[src/rtl/fp_adder.sv]
// Purpose: two-stage adder for the sign/6-bit exponent/12-bit explicit-mantissa neuron format.
// Latency: 2 cycles, one result per cycle; the result is registered.
// Backpressure: none, inputs are sampled on every rising edge and outputs hold between updates.
module fp_adder #(
    parameter int EXP_W = 6,
    parameter int MAN_W = 12
) (
    input  logic             Clock,
    input  logic             ResetN,
    input  logic             SignA,
    input  logic             SignB,
    input  logic [EXP_W-1:0] ExponentA,
    input  logic [EXP_W-1:0] ExponentB,
    input  logic [MAN_W-1:0] MantissaA,
    input  logic [MAN_W-1:0] MantissaB,
    output logic             SignOut,
    output logic [EXP_W-1:0] ExponentOut,
    output logic [MAN_W-1:0] MantissaOut,
    output logic             Cout
);

    typedef struct packed {
        logic             sign_a;
        logic             sign_b;
        logic [EXP_W-1:0] exp_l;
        logic [MAN_W-1:0] man_a;
        logic [MAN_W-1:0] man_b;
    } align_t;

    typedef struct packed {
        logic             sign;
        logic [EXP_W-1:0] exp;
        logic [MAN_W-1:0] man;
        logic             cout;
    } result_t;

    align_t           align_d, align_q;
    result_t          res_d, res_q;
    logic             a_larger_exp;
    logic [EXP_W-1:0] exp_diff;
    logic [MAN_W:0]   sum;
    logic             sum_sign;
    logic             cancel;

    // Stage 1: align the smaller-exponent operand; shifts past the mantissa width flush to zero.
    always_comb begin
        align_d        = '0;
        a_larger_exp   = (ExponentA >= ExponentB);
        exp_diff       = a_larger_exp ? (ExponentA - ExponentB) : (ExponentB - ExponentA);
        align_d.sign_a = SignA;
        align_d.sign_b = SignB;
        align_d.exp_l  = a_larger_exp ? ExponentA : ExponentB;
        align_d.man_a  = MantissaA;
        align_d.man_b  = MantissaB;
        if (32'(exp_diff) >= MAN_W) begin
            if (a_larger_exp) align_d.man_b = '0;
            else              align_d.man_a = '0;
        end else begin
            if (a_larger_exp) align_d.man_b = MantissaB >> exp_diff;
            else              align_d.man_a = MantissaA >> exp_diff;
        end
    end

    // Stage 2: signed-magnitude add, one-bit right shift on carry, saturate at the top exponent.
    always_comb begin
        res_d    = '0;
        sum      = '0;
        sum_sign = 1'b0;
        cancel   = 1'b0;
        if (align_q.sign_a == align_q.sign_b) begin
            sum      = {1'b0, align_q.man_a} + {1'b0, align_q.man_b};
            sum_sign = align_q.sign_a;
        end else if (align_q.man_a > align_q.man_b) begin
            sum      = {1'b0, align_q.man_a - align_q.man_b};
            sum_sign = align_q.sign_a;
        end else if (align_q.man_b > align_q.man_a) begin
            sum      = {1'b0, align_q.man_b - align_q.man_a};
            sum_sign = align_q.sign_b;
        end else begin
            cancel = 1'b1;
        end

        if (!cancel) begin
            res_d.sign = sum_sign;
            if (sum[MAN_W]) begin
                res_d.cout = 1'b1;
                if (&align_q.exp_l) begin
                    res_d.exp = align_q.exp_l;
                    res_d.man = '1;
                end else begin
                    res_d.exp = align_q.exp_l + 1'b1;
                    res_d.man = sum[MAN_W:1];
                end
            end else begin
                res_d.exp = align_q.exp_l;
                res_d.man = sum[MAN_W-1:0];
            end
        end
    end

    always_ff @(posedge Clock or negedge ResetN) begin
        if (!ResetN) begin
            align_q <= '0;
            res_q   <= '0;
        end else begin
            align_q <= align_d;
            res_q   <= res_d;
        end
    end

    assign SignOut     = res_q.sign;
    assign ExponentOut = res_q.exp;
    assign MantissaOut = res_q.man;
    assign Cout        = res_q.cout;

endmodule

[config.mk]
export PLATFORM = sky130hd
export DESIGN_NAME = fp_adder
export DESIGN_NICKNAME = d
export VERILOG_FILES = /design/src/rtl/fp_adder.sv
export SDC_FILE = /design/constraint.sdc
export NUM_CORES = 1
export LEC_CHECK = 0
export BUFFER_PORTS_ARGS = -buffer_cell sky130_fd_sc_hd__buf_4
export CORE_UTILIZATION = 46
export CTS_CLUSTER_DIAMETER = 120
export DETAILED_ROUTE_END_ITERATION = 6
export PLACE_DENSITY = 0.77
export SYNTH_ARGS = -nofsm -noshare
export SYNTH_HDL_FRONTEND = slang
export SYNTH_SLANG_ARGS = --single-unit
[constraint.sdc]
create_clock -name Clock -period 3.7 [get_ports Clock]
set_input_delay 0.555 -clock Clock [delete_from_list [all_inputs] [get_ports Clock]]
set_output_delay 0.555 -clock Clock [all_outputs]
set_load 0.03 [all_outputs]
# Yosys cells after proc, flatten, opt, wreduce, memory -nomap -nowiden
# Cells that the tools add are included.
dict set report word_totals {
  ram_bits 0
  reg_bits 52
  elab_cells 43
  output_inout_bits 20
  mem_bits_ro 0
  latch_bits 0
  memories 0
  input_bits 40
}
dict set report classes {
  div 0
  bitwise 0
  reduce_logical 1
  addsub 6
  magnitude_cmp 4
  n_eq_ne 1
  n_mux 20
  multipliers 0
  n_shift 2
}
# op n
set ops {}
lappend ops {{2-to-1 mux 12 bit} 6}
lappend ops {{2-to-1 mux 18 bit} 2}
lappend ops {{> comparator 12 bit} 2}
lappend ops {{2-to-1 mux 24 bit} 1}
lappend ops {{>> shifter 12 x 6 -> 12 bit} 2}
lappend ops {{subtractor 12 bit} 2}
lappend ops {{2-to-1 mux 20 bit} 1}
lappend ops {{adder 12 x 12 -> 13 bit} 1}
lappend ops {{2-to-1 mux 13 bit} 1}
lappend ops {{2-to-1 mux 6 bit} 2}
lappend ops {{subtractor 6 bit} 2}
lappend ops {{2-to-1 mux 1 bit} 7}
lappend ops {{adder 6 x 1 -> 6 bit, second input constant} 1}
lappend ops {{greater-or-equal comparator 6 x 4 -> 1 bit, second input constant} 1}
lappend ops {{greater-or-equal comparator 6 bit} 1}
lappend ops {{AND reduction 6 bit} 1}
lappend ops {{equality test 1 bit} 1}

# Longest topological paths before layout
dict set report logic_depth {
  depth_word 7
  mapped_depth 14
  ltp_nobuf 12
}

# Worst setup path before layout
# No wires, ideal clock.
dict set report synth_timing {
  path_type {input -> register}
  from {input port ExponentA[0]}
  to {register align_q[17] (netlist name)}
  cell_stages 14
  required_ns 3.579
  slack_ns 0.608
  arrival_ns 2.971
  n_path_buf 2
  cell_sequence {inv_1 ha_1 inv_1 fa_1 a211oi_2 o21ai_2 and3_1 buf_2 nor2_2 buf_4 mux2i_1 nand2_1 a32o_1 a22o_1}
}
# element line
set synth_rtl {}
lappend synth_rtl {{start: declaration} 12} ;# input logic [EXP_W-1:0] ExponentA,
lappend synth_rtl {{end signal: assignment} 106} ;# align_q <= align_d;
lappend synth_rtl {{end: declaration} 37} ;# align_t align_d, align_q;

==> metrics.md <==
| Metric | Value |
|---|---|
| Final count of pins violating max slew | 0 |
| GR Overflow Total | 0 |
| Cell Rows | 38 |
| Switching pwr | 0.00139 W |
| Core ar. | 0.0110 sq mm |
| Post-route ant nets | 0 |
| Antenna violations before repair | 0 |
| PwrDens | 500 mW/mm^2 |
| Post-CTS Resized | 0 |
| Ant diodes | 0 |
| I/O Buffers | 59 |
| Final Critical Period | 3570 ps |
| Critical path class | flop to flop |
| Post-Synthesis Cell Area | 0.00530 sq mm |
| # hold bufs at CTS | 0 |
| Sw Share | 0.460 |
| Critical Path Max Stage Delay | 850 ps |
| IO Pins | 60 |
| R2R depth | 11 |
| Post-CTS Setup Bufs | 0 |
| Place WS | a little under 90 ps |
| Worst EP required | 3880 ps |
| Max Cap Viol | 0 |
| Type of origin of the critical path | flop |
| Peak Freq | 280 MHz |
| Synth area leader | dfrtp_1 |
| Sequence of cells on the critical path | ha_1 -> inv_1 -> fa_1 -> o21bai_1 -> a21oi_1 -> o21ai_0 -> a311o_1 -> a221oi_2 -> nor3_1 -> mux2i_1 -> nor2_1 |
| CTS clk-pin slew, worst paths | 70 ps |
| CTS Buffer Depth | 2 |
| Max IR drop VDD | 0.000322 V |
| Total power | 0.00302 W |
| Status | finished, final reports clean |
| Most common cell after layout, fill and taps aside | buf_4 |
| Hold crit path type | input port to asynchronous set/reset pin |
| Vias per cell | 6.30 |
| Synthesis-stage register bit count | 52 |
| Setup TNS | 0 ps |
| Number of global-route vias before repair | between 4k and 5k |
| Post-synth net total | 729 |
| Dpl hpwl | 12500 microns |
| Pleak | 2.74 nW |
| GP Congestion | 1.00 |
| Root Driver | clkbuf_16 |
| Cells after Synth | 636 |
| CP startpoint | align_q[0]$_DFF_PN0_ |
| Clk pwr share | 0.149 |
| Clk_skew | 6.79 ps |
| Relative slew slack | 0.302 |
| Global-route wire length before repair | between 20000 and 25000 microns |
| Comb power frac | 0.601 |
| CTS Buf Count | 5 |
| Crit. End Element | flop |
| Latest clock arrival within the worst-skew pair | 290 ps |
| Mean Syn Cell Area | 8.33 sq um |
| Arrival time at the worst endpoint | 3750 ps |
| Most frequent cells in the layout | buf_4, inv_1, dfrtp_1, nand2_1, ha_1 |
| DRC errors left | 0 |
| Layout cells sized above 1 | 0.164 |
| CTS tree | done |
| Number of enable flip-flop cells after synthesis | 0 |
| CP max FO | 5 |
| Slew of the pin with the lowest slew margin | 1040 ps |
| Largest net degree at the start of global routing | 53 |
| Clock Sinks | 52 |
| R2r setup slk | 130 ps |
| Worst R2R End | ExponentOut[1]$_DFF_PN0_ |
| Initial drt markers | roughly 400 |
| Die height | around 110 microns |
| Routed wire length | 15700 microns |
| Area contributors post-synth | dfrtp_1, ha_1, inv_1 |
| Seq/Total Area, Yosys | 0.246 |
| Chip Width | 109 microns |
| Depth of the CTS H-tree | 2 |
| Initial Util | 0.480 |
| Routed len/inst | approximately 19 microns |
| Internal power | 0.00163 W |
| Synth cell types | 84 |
| First-pass DRT Iterations | 6 |
| Main synth FF type | dfrtp_1 |
| Final worst slack | around 130 ps |
| Synth-to-layout area growth | 13.8% |
| Synth top area share | 0.246 |
| Die area | 0.0119 sq mm |
| Final Net Count | 778 |
| Fin crit share | 0.964 |
| Vias | 5201 |
| Critical path's top delay family | compound AO/OA/AOI/OAI gates |
| WP buf/inv | 1 |
| Fraction of registers with async set or reset after synthesis | 1.00 |
| Unrepaired setup endpoints after global routing | false |
| FF-to-FF Start | align_q[0]$_DFF_PN0_ |
| Worst path slowest cell | nor3_1 |
| Final hold vios | 0 |
| Setup-failing EPs final | 0 |
| Total Routing Usage GR | 0.270 |
| Flop pwr share | 0.250 |
| Yosys warns | 0 |
| Fill count | roughly 1k |
area by class of cell:
class	count	area, sq um	share of cell area
clock buffers	5	125	0.0208
clock inverters	2	12.5	0.00208
inverters	60	225	0.0374
multi-input cells	491	3610	0.600
flip-flops and latches	52	1300	0.216
well taps	140	175	0.0291
repair buffers	75	576	0.0955
Yosys cell counts (4+ instances only):
library cell / number
o21bai_1: 10
a32oi_1: 6
nand4_1: 8
o211ai_1: 6
mux2i_1: 17
a221o_1: 5
a32o_1: 9
clkbuf_1: 20
o31ai_1: 9
xnor2_1: 11
nand2_1: 50
a31oi_1: 4
o22ai_1: 10
mux4_2: 4
a221oi_1: 7
buf_2: 10
ha_1: 48
a22oi_1: 5
nor2b_1: 4
a21oi_1: 43
nor2_1: 36
fa_1: 5
a21o_1: 7
o21ai_0: 39
a22o_1: 12
and2_1: 8
inv_1: 59
a211oi_1: 4
nand3_1: 20
nor3_1: 22
mux2_2: 4
dfrtp_1: 52
o21a_1: 4
and3_1: 9
logic make-up after synthesis:
group | synth area share
fa+ha+maj | 0.132
buf+inv | 0.0718
flops | 0.246
mux | 0.0619
simple gates | 0.166
compound gates | 0.293
xor+xnor | 0.0293
layer usage:
| metal | vias to the layer above | GRT usage | wire length, microns |
|---|---|---|---|
| li1 | 2457 | - | - |
| met1 | 2465 | 0.335 | 6520 |
| met2 | 241 | 0.478 | 7730 |
| met3 | 38 | 0.0261 | 921 |
| met4 | 0 | 0.109 | 504 |
| met5 | - | 0 | 0 |
through the flow:
| step | hold slack [ps] | instance area [sq um] | utilization | cells |
|---|---|---|---|---|
| floorplan | 259 | 5300 | - | 636 |
| global placement | 487 | 5890 | 0.534 | 818 |
| detailed placement | 488 | 5890 | 0.534 | 818 |
| CTS | 319 | 6030 | 0.547 | 825 |
| global route | 351 | 6030 | 0.547 | 825 |
| finish | 268 | 6030 | 0.547 | 825 |
power by group through the flow:
stage	combinational (W)	clock (W)	sequential [W]
floorplan	0.00112	0	0.000907
global placement	0.00177	0	0.000763
detailed placement	0.00178	0	0.000765
CTS	0.00178	0.000457	0.000755
global route	0.00196	0.000478	0.000772
finish	0.00181	0.000449	0.000754
worst max path at each step:
stage / endpoint / slack (ps) / cells past startpoint
3_5_place_dp: align_q[17]$_DFF_PN0_ / 90 / 14
2_1_floorplan: align_q[17]$_DFF_PN0_ / 610 / 14
4_1_cts: ExponentOut[1]$_DFF_PN0_ / 190 / 10
6_report: ExponentOut[1]$_DFF_PN0_ / 130 / 11
3_3_place_gp: align_q[17]$_DFF_PN0_ / 90 / 14
5_1_grt: ExponentOut[1]$_DFF_PN0_ / 60 / 10
state kept, by name (all words and copies together) (netlist names):
register and count:
align_q 32, MantissaOut 12, ExponentOut 6, Cout 1, SignOut 1
(Power assumes the default switching activity.)
